### src/rtl/tensor_window_reader_if.sv
// Control, tensor_ram read port and output stream of the tensor window reader.
// The master modport is the reader's view. The slave modport is the host/consumer view.
interface tensor_window_reader_if #(
  parameter int D_WIDTH = 8,
  parameter int IMG_W   = 96,
  parameter int IMG_H   = 96,
  parameter int DEPTH   = IMG_W * IMG_H,
  parameter int AW      = $clog2(DEPTH),
  parameter int RW      = $clog2(IMG_H + 1),
  parameter int CW      = $clog2(IMG_W + 1)
);
  logic               start;
  logic [RW-1:0]      row0;
  logic [CW-1:0]      col0;
  logic [RW-1:0]      win_h;
  logic [CW-1:0]      win_w;
  logic               busy;
  logic               done;
  logic [AW-1:0]      ram_addr_r;
  logic [D_WIDTH-1:0] ram_dout;
  logic               out_valid;
  logic               out_ready;
  logic [D_WIDTH-1:0] out_data;
  logic               out_last_col;
  logic               out_last;

  modport master (
    input  start, row0, col0, win_h, win_w, ram_dout, out_ready,
    output busy, done, ram_addr_r, out_valid, out_data, out_last_col, out_last
  );

  modport slave (
    output start, row0, col0, win_h, win_w, ram_dout, out_ready,
    input  busy, done, ram_addr_r, out_valid, out_data, out_last_col, out_last
  );
endinterface

### src/rtl/tensor_window_reader.sv
// Streams a zero-padded rectangular window of a row-major tensor from tensor_ram
// onto a valid/ready stream, one element per cycle.
module tensor_window_reader #(
  parameter int D_WIDTH = 8,
  parameter int IMG_W   = 96,
  parameter int IMG_H   = 96,
  parameter int DEPTH   = IMG_W * IMG_H
) (
  input  logic                   clk,
  input  logic                   rst_n,
  tensor_window_reader_if.master bus
);
  localparam int AW = $clog2(DEPTH);
  localparam int RW = $clog2(IMG_H + 1);
  localparam int CW = $clog2(IMG_W + 1);

  typedef enum logic [1:0] {
    IDLE   = 2'd0,
    RUN    = 2'd1,
    DRAIN  = 2'd2,
    FINISH = 2'd3
  } state_t;

  state_t             state_q, state_d;
  logic [RW-1:0]      row0_q, row0_d;
  logic [CW-1:0]      col0_q, col0_d;
  logic [RW-1:0]      win_h_q, win_h_d;
  logic [CW-1:0]      win_w_q, win_w_d;
  logic [RW-1:0]      r_q, r_d;
  logic [CW-1:0]      c_q, c_d;

  logic               inflight_q, inflight_d;
  logic               inflight_pad_q, inflight_pad_d;
  logic               inflight_last_col_q, inflight_last_col_d;
  logic               inflight_last_q, inflight_last_d;

  logic [D_WIDTH-1:0] fifo_data_q [2];
  logic [D_WIDTH-1:0] fifo_data_d [2];
  logic [1:0]         fifo_last_col_q, fifo_last_col_d;
  logic [1:0]         fifo_last_q, fifo_last_d;
  logic               rd_ptr_q, rd_ptr_d;
  logic               wr_ptr_q, wr_ptr_d;
  logic [1:0]         count_q, count_d;

  logic [31:0]        row_abs;
  logic [31:0]        col_abs;
  logic [AW-1:0]      pos_addr;
  logic               pos_pad;
  logic               pos_last_col;
  logic               pos_last_row;
  logic               pop;
  logic               push;
  logic [2:0]         occupancy;
  logic               issue;

  // Current window position; pad test is done on widened coordinates so nothing wraps.
  always_comb begin
    row_abs      = 32'(row0_q) + 32'(r_q);
    col_abs      = 32'(col0_q) + 32'(c_q);
    pos_addr     = AW'(row_abs * 32'(IMG_W) + col_abs);
    pos_pad      = (row_abs >= 32'(IMG_H)) || (col_abs >= 32'(IMG_W));
    pos_last_col = ({1'b0, c_q} + (CW+1)'(1)) == {1'b0, win_w_q};
    pos_last_row = ({1'b0, r_q} + (RW+1)'(1)) == {1'b0, win_h_q};
  end

  // A new position may only issue when the in-flight slot plus FIFO can still hold it.
  always_comb begin
    pop       = (count_q != 2'd0) && bus.out_ready;
    push      = inflight_q;
    occupancy = 3'(count_q) + 3'(inflight_q) - 3'(pop);
    issue     = (state_q == RUN) && (occupancy < 3'd2);
  end

  always_comb begin
    state_d             = state_q;
    row0_d              = row0_q;
    col0_d              = col0_q;
    win_h_d             = win_h_q;
    win_w_d             = win_w_q;
    r_d                 = r_q;
    c_d                 = c_q;
    inflight_d          = issue;
    inflight_pad_d      = inflight_pad_q;
    inflight_last_col_d = inflight_last_col_q;
    inflight_last_d     = inflight_last_q;
    fifo_data_d         = fifo_data_q;
    fifo_last_col_d     = fifo_last_col_q;
    fifo_last_d         = fifo_last_q;
    rd_ptr_d            = rd_ptr_q;
    wr_ptr_d            = wr_ptr_q;
    count_d             = count_q + {1'b0, push} - {1'b0, pop};

    // The in-flight element always lands in the FIFO the cycle after its address.
    if (push) begin
      fifo_data_d[wr_ptr_q]     = inflight_pad_q ? '0 : bus.ram_dout;
      fifo_last_col_d[wr_ptr_q] = inflight_last_col_q;
      fifo_last_d[wr_ptr_q]     = inflight_last_q;
      wr_ptr_d                  = ~wr_ptr_q;
    end
    if (pop) begin
      rd_ptr_d = ~rd_ptr_q;
    end

    case (state_q)
      IDLE: begin
        if (bus.start) begin
          row0_d  = bus.row0;
          col0_d  = bus.col0;
          win_h_d = bus.win_h;
          win_w_d = bus.win_w;
          r_d     = '0;
          c_d     = '0;
          if ((bus.win_h == '0) || (bus.win_w == '0)) begin
            state_d = FINISH;
          end else begin
            state_d = RUN;
          end
        end
      end
      RUN: begin
        if (issue) begin
          inflight_pad_d      = pos_pad;
          inflight_last_col_d = pos_last_col;
          inflight_last_d     = pos_last_col && pos_last_row;
          if (pos_last_col) begin
            c_d = '0;
            if (pos_last_row) begin
              state_d = DRAIN;
            end else begin
              r_d = r_q + RW'(1);
            end
          end else begin
            c_d = c_q + CW'(1);
          end
        end
      end
      DRAIN: begin
        if (count_d == 2'd0) begin
          state_d = FINISH;
        end
      end
      FINISH: begin
        state_d = IDLE;
      end
      default: begin
        state_d = IDLE;
      end
    endcase
  end

  always_ff @(posedge clk or negedge rst_n) begin
    if (!rst_n) begin
      state_q             <= IDLE;
      row0_q              <= '0;
      col0_q              <= '0;
      win_h_q             <= '0;
      win_w_q             <= '0;
      r_q                 <= '0;
      c_q                 <= '0;
      inflight_q          <= 1'b0;
      inflight_pad_q      <= 1'b0;
      inflight_last_col_q <= 1'b0;
      inflight_last_q     <= 1'b0;
      fifo_data_q[0]      <= '0;
      fifo_data_q[1]      <= '0;
      fifo_last_col_q     <= '0;
      fifo_last_q         <= '0;
      rd_ptr_q            <= 1'b0;
      wr_ptr_q            <= 1'b0;
      count_q             <= '0;
    end else begin
      state_q             <= state_d;
      row0_q              <= row0_d;
      col0_q              <= col0_d;
      win_h_q             <= win_h_d;
      win_w_q             <= win_w_d;
      r_q                 <= r_d;
      c_q                 <= c_d;
      inflight_q          <= inflight_d;
      inflight_pad_q      <= inflight_pad_d;
      inflight_last_col_q <= inflight_last_col_d;
      inflight_last_q     <= inflight_last_d;
      fifo_data_q         <= fifo_data_d;
      fifo_last_col_q     <= fifo_last_col_d;
      fifo_last_q         <= fifo_last_d;
      rd_ptr_q            <= rd_ptr_d;
      wr_ptr_q            <= wr_ptr_d;
      count_q             <= count_d;
    end
  end

  assign bus.busy         = (state_q != IDLE);
  assign bus.done         = (state_q == FINISH);
  assign bus.ram_addr_r   = (state_q == RUN) ? pos_addr : '0;
  assign bus.out_valid    = (count_q != 2'd0);
  assign bus.out_data     = bus.out_valid ? fifo_data_q[rd_ptr_q] : '0;
  assign bus.out_last_col = bus.out_valid && fifo_last_col_q[rd_ptr_q];
  assign bus.out_last     = bus.out_valid && fifo_last_q[rd_ptr_q];

endmodule
### src/flat_wrapper.sv
// flat-port wrapper written by rule: the top's interface ports become plain ports
module tensor_window_reader_flat 
#(
  parameter int D_WIDTH = 8,
  parameter int IMG_W   = 96,
  parameter int IMG_H   = 96,
  parameter int DEPTH   = IMG_W * IMG_H
)
  (clk, rst_n, bus_start, bus_row0, bus_col0, bus_win_h, bus_win_w, bus_ram_dout, bus_out_ready, bus_busy, bus_done, bus_ram_addr_r, bus_out_valid, bus_out_data, bus_out_last_col, bus_out_last);
  tensor_window_reader_if #(.D_WIDTH(D_WIDTH), .IMG_W(IMG_W), .IMG_H(IMG_H), .DEPTH(DEPTH)) bus_i ();
  input  logic clk;
  input  logic rst_n;
  input wire logic [$bits(bus_i.start)-1:0] bus_start;
  input wire logic [$bits(bus_i.row0)-1:0] bus_row0;
  input wire logic [$bits(bus_i.col0)-1:0] bus_col0;
  input wire logic [$bits(bus_i.win_h)-1:0] bus_win_h;
  input wire logic [$bits(bus_i.win_w)-1:0] bus_win_w;
  input wire logic [$bits(bus_i.ram_dout)-1:0] bus_ram_dout;
  input wire logic [$bits(bus_i.out_ready)-1:0] bus_out_ready;
  output wire logic [$bits(bus_i.busy)-1:0] bus_busy;
  output wire logic [$bits(bus_i.done)-1:0] bus_done;
  output wire logic [$bits(bus_i.ram_addr_r)-1:0] bus_ram_addr_r;
  output wire logic [$bits(bus_i.out_valid)-1:0] bus_out_valid;
  output wire logic [$bits(bus_i.out_data)-1:0] bus_out_data;
  output wire logic [$bits(bus_i.out_last_col)-1:0] bus_out_last_col;
  output wire logic [$bits(bus_i.out_last)-1:0] bus_out_last;
  assign bus_i.start = bus_start;
  assign bus_i.row0 = bus_row0;
  assign bus_i.col0 = bus_col0;
  assign bus_i.win_h = bus_win_h;
  assign bus_i.win_w = bus_win_w;
  assign bus_i.ram_dout = bus_ram_dout;
  assign bus_i.out_ready = bus_out_ready;
  assign bus_busy = bus_i.busy;
  assign bus_done = bus_i.done;
  assign bus_ram_addr_r = bus_i.ram_addr_r;
  assign bus_out_valid = bus_i.out_valid;
  assign bus_out_data = bus_i.out_data;
  assign bus_out_last_col = bus_i.out_last_col;
  assign bus_out_last = bus_i.out_last;
  tensor_window_reader #(.D_WIDTH(D_WIDTH), .IMG_W(IMG_W), .IMG_H(IMG_H), .DEPTH(DEPTH)) u_core (.clk(clk), .rst_n(rst_n), .bus(bus_i));
endmodule
### config.mk
export PLATFORM = sky130hd
export DESIGN_NAME = tensor_window_reader_flat
export DESIGN_NICKNAME = d
export VERILOG_FILES = /design/src/rtl/tensor_window_reader_if.sv /design/src/rtl/tensor_window_reader.sv /design/src/flat_wrapper.sv
export SDC_FILE = /design/constraint.sdc
export NUM_CORES = 1
export LEC_CHECK = 0
export CAP_MARGIN = 20
export CORE_ASPECT_RATIO = 1.2
export CORE_MARGIN = 2
export CORE_UTILIZATION = 35
export CTS_CLUSTER_DIAMETER = 60
export DETAILED_ROUTE_END_ITERATION = 8
export PLACE_DENSITY = 0.53
export SLEW_MARGIN = 20
export SYNTH_ARGS = -nofsm -noshare
export SYNTH_HDL_FRONTEND = slang
export SYNTH_SLANG_ARGS = --single-unit
export TNS_END_PERCENT = 30
### constraint.sdc
create_clock -name clk -period 5.2 [get_ports clk]
set_clock_uncertainty 0.15 [all_clocks]
set_input_delay 1.04 -clock clk [delete_from_list [all_inputs] [get_ports clk]]
set_output_delay 1.04 -clock clk [all_outputs]
set_load 0.005 [all_outputs]
==> results by group <==
Clocking
  • Clock input transition at the sequential cells of the worst setup and hold paths: 0.06 ns
  • Clock Sinks: 72
  • Later-pin clock latency in the skew report: 0.34 ns
  • Master cell of the clock root buffer: sky130_fd_sc_hd__clkbuf_16
  • Clock buffer count from CTS: 9
  • Deepest level of the CTS H-tree: 3
  • Clock tree buffer depth: 2
  • CTS tree: built

Logic synthesis
  • Synthesized cell area: 0.004721 mm2
  • Post-synthesis net count: 558
  • Sequential-to-total area share from yosys stat: 38.17%
  • Async S/R FF share, synth: 100.0%
  • Top FF cell, synth: sky130_fd_sc_hd__dfrtp_1
  • Cell type with the highest aggregate area in the netlist: sky130_fd_sc_hd__dfrtp_1
  • Post-synth EDFFs: 0
  • Number of synthesized register bits: 72
  • Number of distinct library cells after synthesis: 57
  • Yosys warnings: 0
  • Mapped Cells: 480
  • Most instantiated library cell after synthesis: sky130_fd_sc_hd__dfrtp_1
  • Share of Yosys cell area claimed by the top area cell type: 38.17%
  • Post-Syn Area per Cell: approximately 10 um2
  • Leading cell types by count after synthesis: sky130_fd_sc_hd__dfrtp_1 (72), sky130_fd_sc_hd__nand2_1 (43), sky130_fd_sc_hd__o21ai_0 (40)
  • Dominant cells by area after synthesis: sky130_fd_sc_hd__dfrtp_1 (38%), sky130_fd_sc_hd__ha_1 (8.7%), sky130_fd_sc_hd__mux2_2 (7.6%)

Critical path
  • Worst reg2reg path startpoint: u_core.count_q[1]
  • Largest stage delay on the critical path: 0.56 ns
  • Critical Path End: bus_ram_addr_r[12]
  • Depth of the worst register-to-register path: 13
  • Worst setup startpoint: u_core.r_q[0]
  • Maximum fanout along the worst path: 3
  • CP endpoint kind: primary output
  • Critical path, cell by cell: ha_2 -> fa_2 -> ha_1 -> inv_1 -> fa_1 -> inv_1 -> ha_1 -> a21oi_1 -> nor2b_1 -> nand3_1 -> nor4_2 -> xnor2_1 -> nor2_1 -> clkdlybuf4s50_1
  • FF-to-FF setup slack: 1.78 ns
  • Arrival time of data at the critical path endpoint: 3.84 ns
  • Type of the worst setup path: flop to primary output
  • Required time reported for the critical path endpoint: ~4.0 ns
  • CP max stage cell: sky130_fd_sc_hd__fa_2
  • Sort of element at the start of the critical path: flop
  • Reg-to-Reg End: u_core.r_q[2]

Global routing
  • Vias in the first global route: 3,617
  • Number of antenna violations at the first check in global routing: 0
  • Aggregate global routing overflow: 0
  • All-Layer GR Usage: 15.72%
  • Wire length of the first global-routing pass: 17,880 um
  • Pin count of the biggest net entering global routing: 49

Placement
  • Port-buffer cells: 66
  • Post-DP HPWL: 8008 um
  • Instance count after placement with tap cells included: 708
  • Setup Slack @ Placement: between 0.2 and 0.25 ns
  • Final estimated routing congestion in global placement: around 0.80

Layout
  • Proportion of layout cells with a drive suffix above 1: between 10% and 20%
  • Relative area change from synthesis to final layout: 28.49%
  • Post-Layout Cell Count: around 730
  • Final antenna diode count: 0
  • Number of nets at the end of the flow: 638
  • Number of inserted filler cells in the final layout: 1,296

Timing
  • Fin. max-slew vios: 0
  • Top achievable clock speed: 198.9 MHz
  • Minimum clock period: 5.028 ns
  • Period utilisation layout: between 90% and 100%
  • Count of endpoints failing hold in the final timing report: 0
  • Final critical-path setup slack: ~0.17 ns
  • Headroom to the max-slew limit: 57.03%
  • RSZ-0062 raised after global routing: yes
  • Final Setup Violations: 0
  • Pin slew with the least headroom to its limit: approximately 0.64 ns

Drt
  • Total wirelength of the detailed-routed design: 10,700 um
  • Number of remaining DRC errors: 0
  • DRT Pass-1 Iters: 4
  • Number of violations reported at the end of detailed-routing iteration 0: 218
  • Via-per-instance ratio: roughly 5.0
  • Post-detailed-route count of antenna-violating nets: 0
  • Average detailed-routed wire length per instance: 14.59 um
  • Vias: 3,684

Die
  • Area of the die: about 0.014 mm2
  • Core Box Area: 0.01318 mm2
  • Number of placed I/O pins: 67
  • Die width: 110.0 um
  • Initial core utilization: 35.82%
  • Standard-cell row count: 46
  • Die Y: 131.2 um

Power
  • Areal power density over the cells: roughly 660 mW/mm2
  • Peak supply drop: 299.4 uV
  • Leakage component of the power: 0.002750 uW
  • Total power: a little over 4000 uW

Worst hold path
  • HP Class: flop to flop

Run status
  • Status: finished, final reports clean

Job
  • Reported max-cap violation count: 0
[layer usage]
layer,wire [um],up-vias,GRT usage (%)
li1,-,1856,-
met1,4762,1751,20.30
met2,5366,64,25.80
met3,406,13,3.224
met4,161,0,5.345
met5,0,-,0
[stage by stage]
step / area [um2] / hold WS (ns) / TNS [ns] / util [%]
floorplan: 4721 / 0.2992 / 0 / -
global placement: 5592 / 0.3106 / 0 / 42.42
detailed placement: 5594 / 0.3198 / 0 / 42.44
CTS: 6003 / 0.3316 / 0 / 45.55
global route: 6066 / 0.3504 / -0.09049 / 46.02
finish: 6066 / 0.3291 / 0 / 46.02
[cell type report]
type	instances	area, um2	share of cell area [%]
well taps	168	210.2	3.465
inverters	25	93.84	1.547
clock buffers	9	225.2	3.713
clock inverters	7	77.57	1.279
flip-flops and latches	72	1805	29.76
multi-input cells	367	2850	46.99
repair buffers	85	803.3	13.24
[cell families after synthesis]
logic type | count (synthesis) | synth area share (%)
xor gates and xnor gates | 35 | 7.368
AOI/OAI and AO/OA | 100 | 13.99
muxes | 43 | 9.966
buffers and inverters | 41 | 3.472
adders and majority gates | 38 | 10.87
and+or+nand+nor | 151 | 16.17
DFF | 72 | 38.17
[registers in the layout (all words and copies together) (netlist names)]
signal	cells
u_core.rd_ptr_q	1
u_core.fifo_last_col_q	2
u_core.win_w_q	7
u_core.state_q	2
u_core.wr_ptr_q	1
u_core.inflight_pad_q	1
u_core.win_h_q	7
u_core.inflight_last_col_q	1
u_core.fifo_data_q	16
u_core.inflight_q	1
u_core.c_q	7
u_core.col0_q	7
u_core.inflight_last_q	1
u_core.r_q	7
u_core.count_q	2
u_core.fifo_last_q	2
u_core.row0_q	7
[critical path: cells and delay by family, from the launching register on]
family | cells | cell delay [ns]
compound gates | 1 | 0.09
xor+xnor | 1 | 0.11
buf+inv | 3 | 0.60
fa+ha+maj | 5 | 1.73
flops | 1 | 0.38
simple gates | 4 | 0.59
[power by group]
group / internal (uW) / switching [uW] / leakage (uW)
clock network: 375 / 251 / 0.000146
registers: 795 / 188 / 0.000895
logic: 1260 / 1150 / 0.00171
[worst min path at each step]
stage / from / endpoint / slack [ns] / cells after the start
after detailed placement: u_core.fifo_data_q[8] / u_core.fifo_data_q[8] / 0.32 / 2
final: u_core.fifo_data_q[7] / u_core.fifo_data_q[7] / 0.33 / 2
after global placement: u_core.fifo_data_q[2] / u_core.fifo_data_q[2] / 0.31 / 2
after global routing: u_core.fifo_data_q[14] / u_core.fifo_data_q[14] / 0.35 / 2
after floorplan: u_core.fifo_data_q[10] / u_core.fifo_data_q[10] / 0.30 / 2
after CTS: u_core.wr_ptr_q / u_core.wr_ptr_q / 0.33 / 1
[cell usage in the layout, fill, tap and decap left out, types with 5 or more instances in the layout]
cell,instances
sky130_fd_sc_hd__dfrtp_1,69
sky130_fd_sc_hd__nor2_1,27
sky130_fd_sc_hd__nor3_1,14
sky130_fd_sc_hd__a21o_1,11
sky130_fd_sc_hd__xnor2_1,16
sky130_fd_sc_hd__clkdlybuf4s50_1,64
sky130_fd_sc_hd__inv_1,23
sky130_fd_sc_hd__xor2_1,13
sky130_fd_sc_hd__o31ai_1,6
sky130_fd_sc_hd__buf_4,19
sky130_fd_sc_hd__nand2b_1,14
sky130_fd_sc_hd__mux2i_1,11
sky130_fd_sc_hd__nand2_1,43
sky130_fd_sc_hd__nand3_1,9
sky130_fd_sc_hd__a21oi_1,13
sky130_fd_sc_hd__ha_1,30
sky130_fd_sc_hd__o21a_1,5
sky130_fd_sc_hd__clkbuf_16,9
sky130_fd_sc_hd__nor2b_1,11
sky130_fd_sc_hd__mux2_2,32
sky130_fd_sc_hd__o21ai_0,39
[repair_timing]
item                       4_1_cts  5_1_grt
setup endpoints to repair        3        4
cloned                           0        0
pin swaps                        4        5
buffers inserted                 7        1
gates resized for setup         15        9
hold buffers                     0        0
Note: power is estimated with default switching activity, not from simulation.
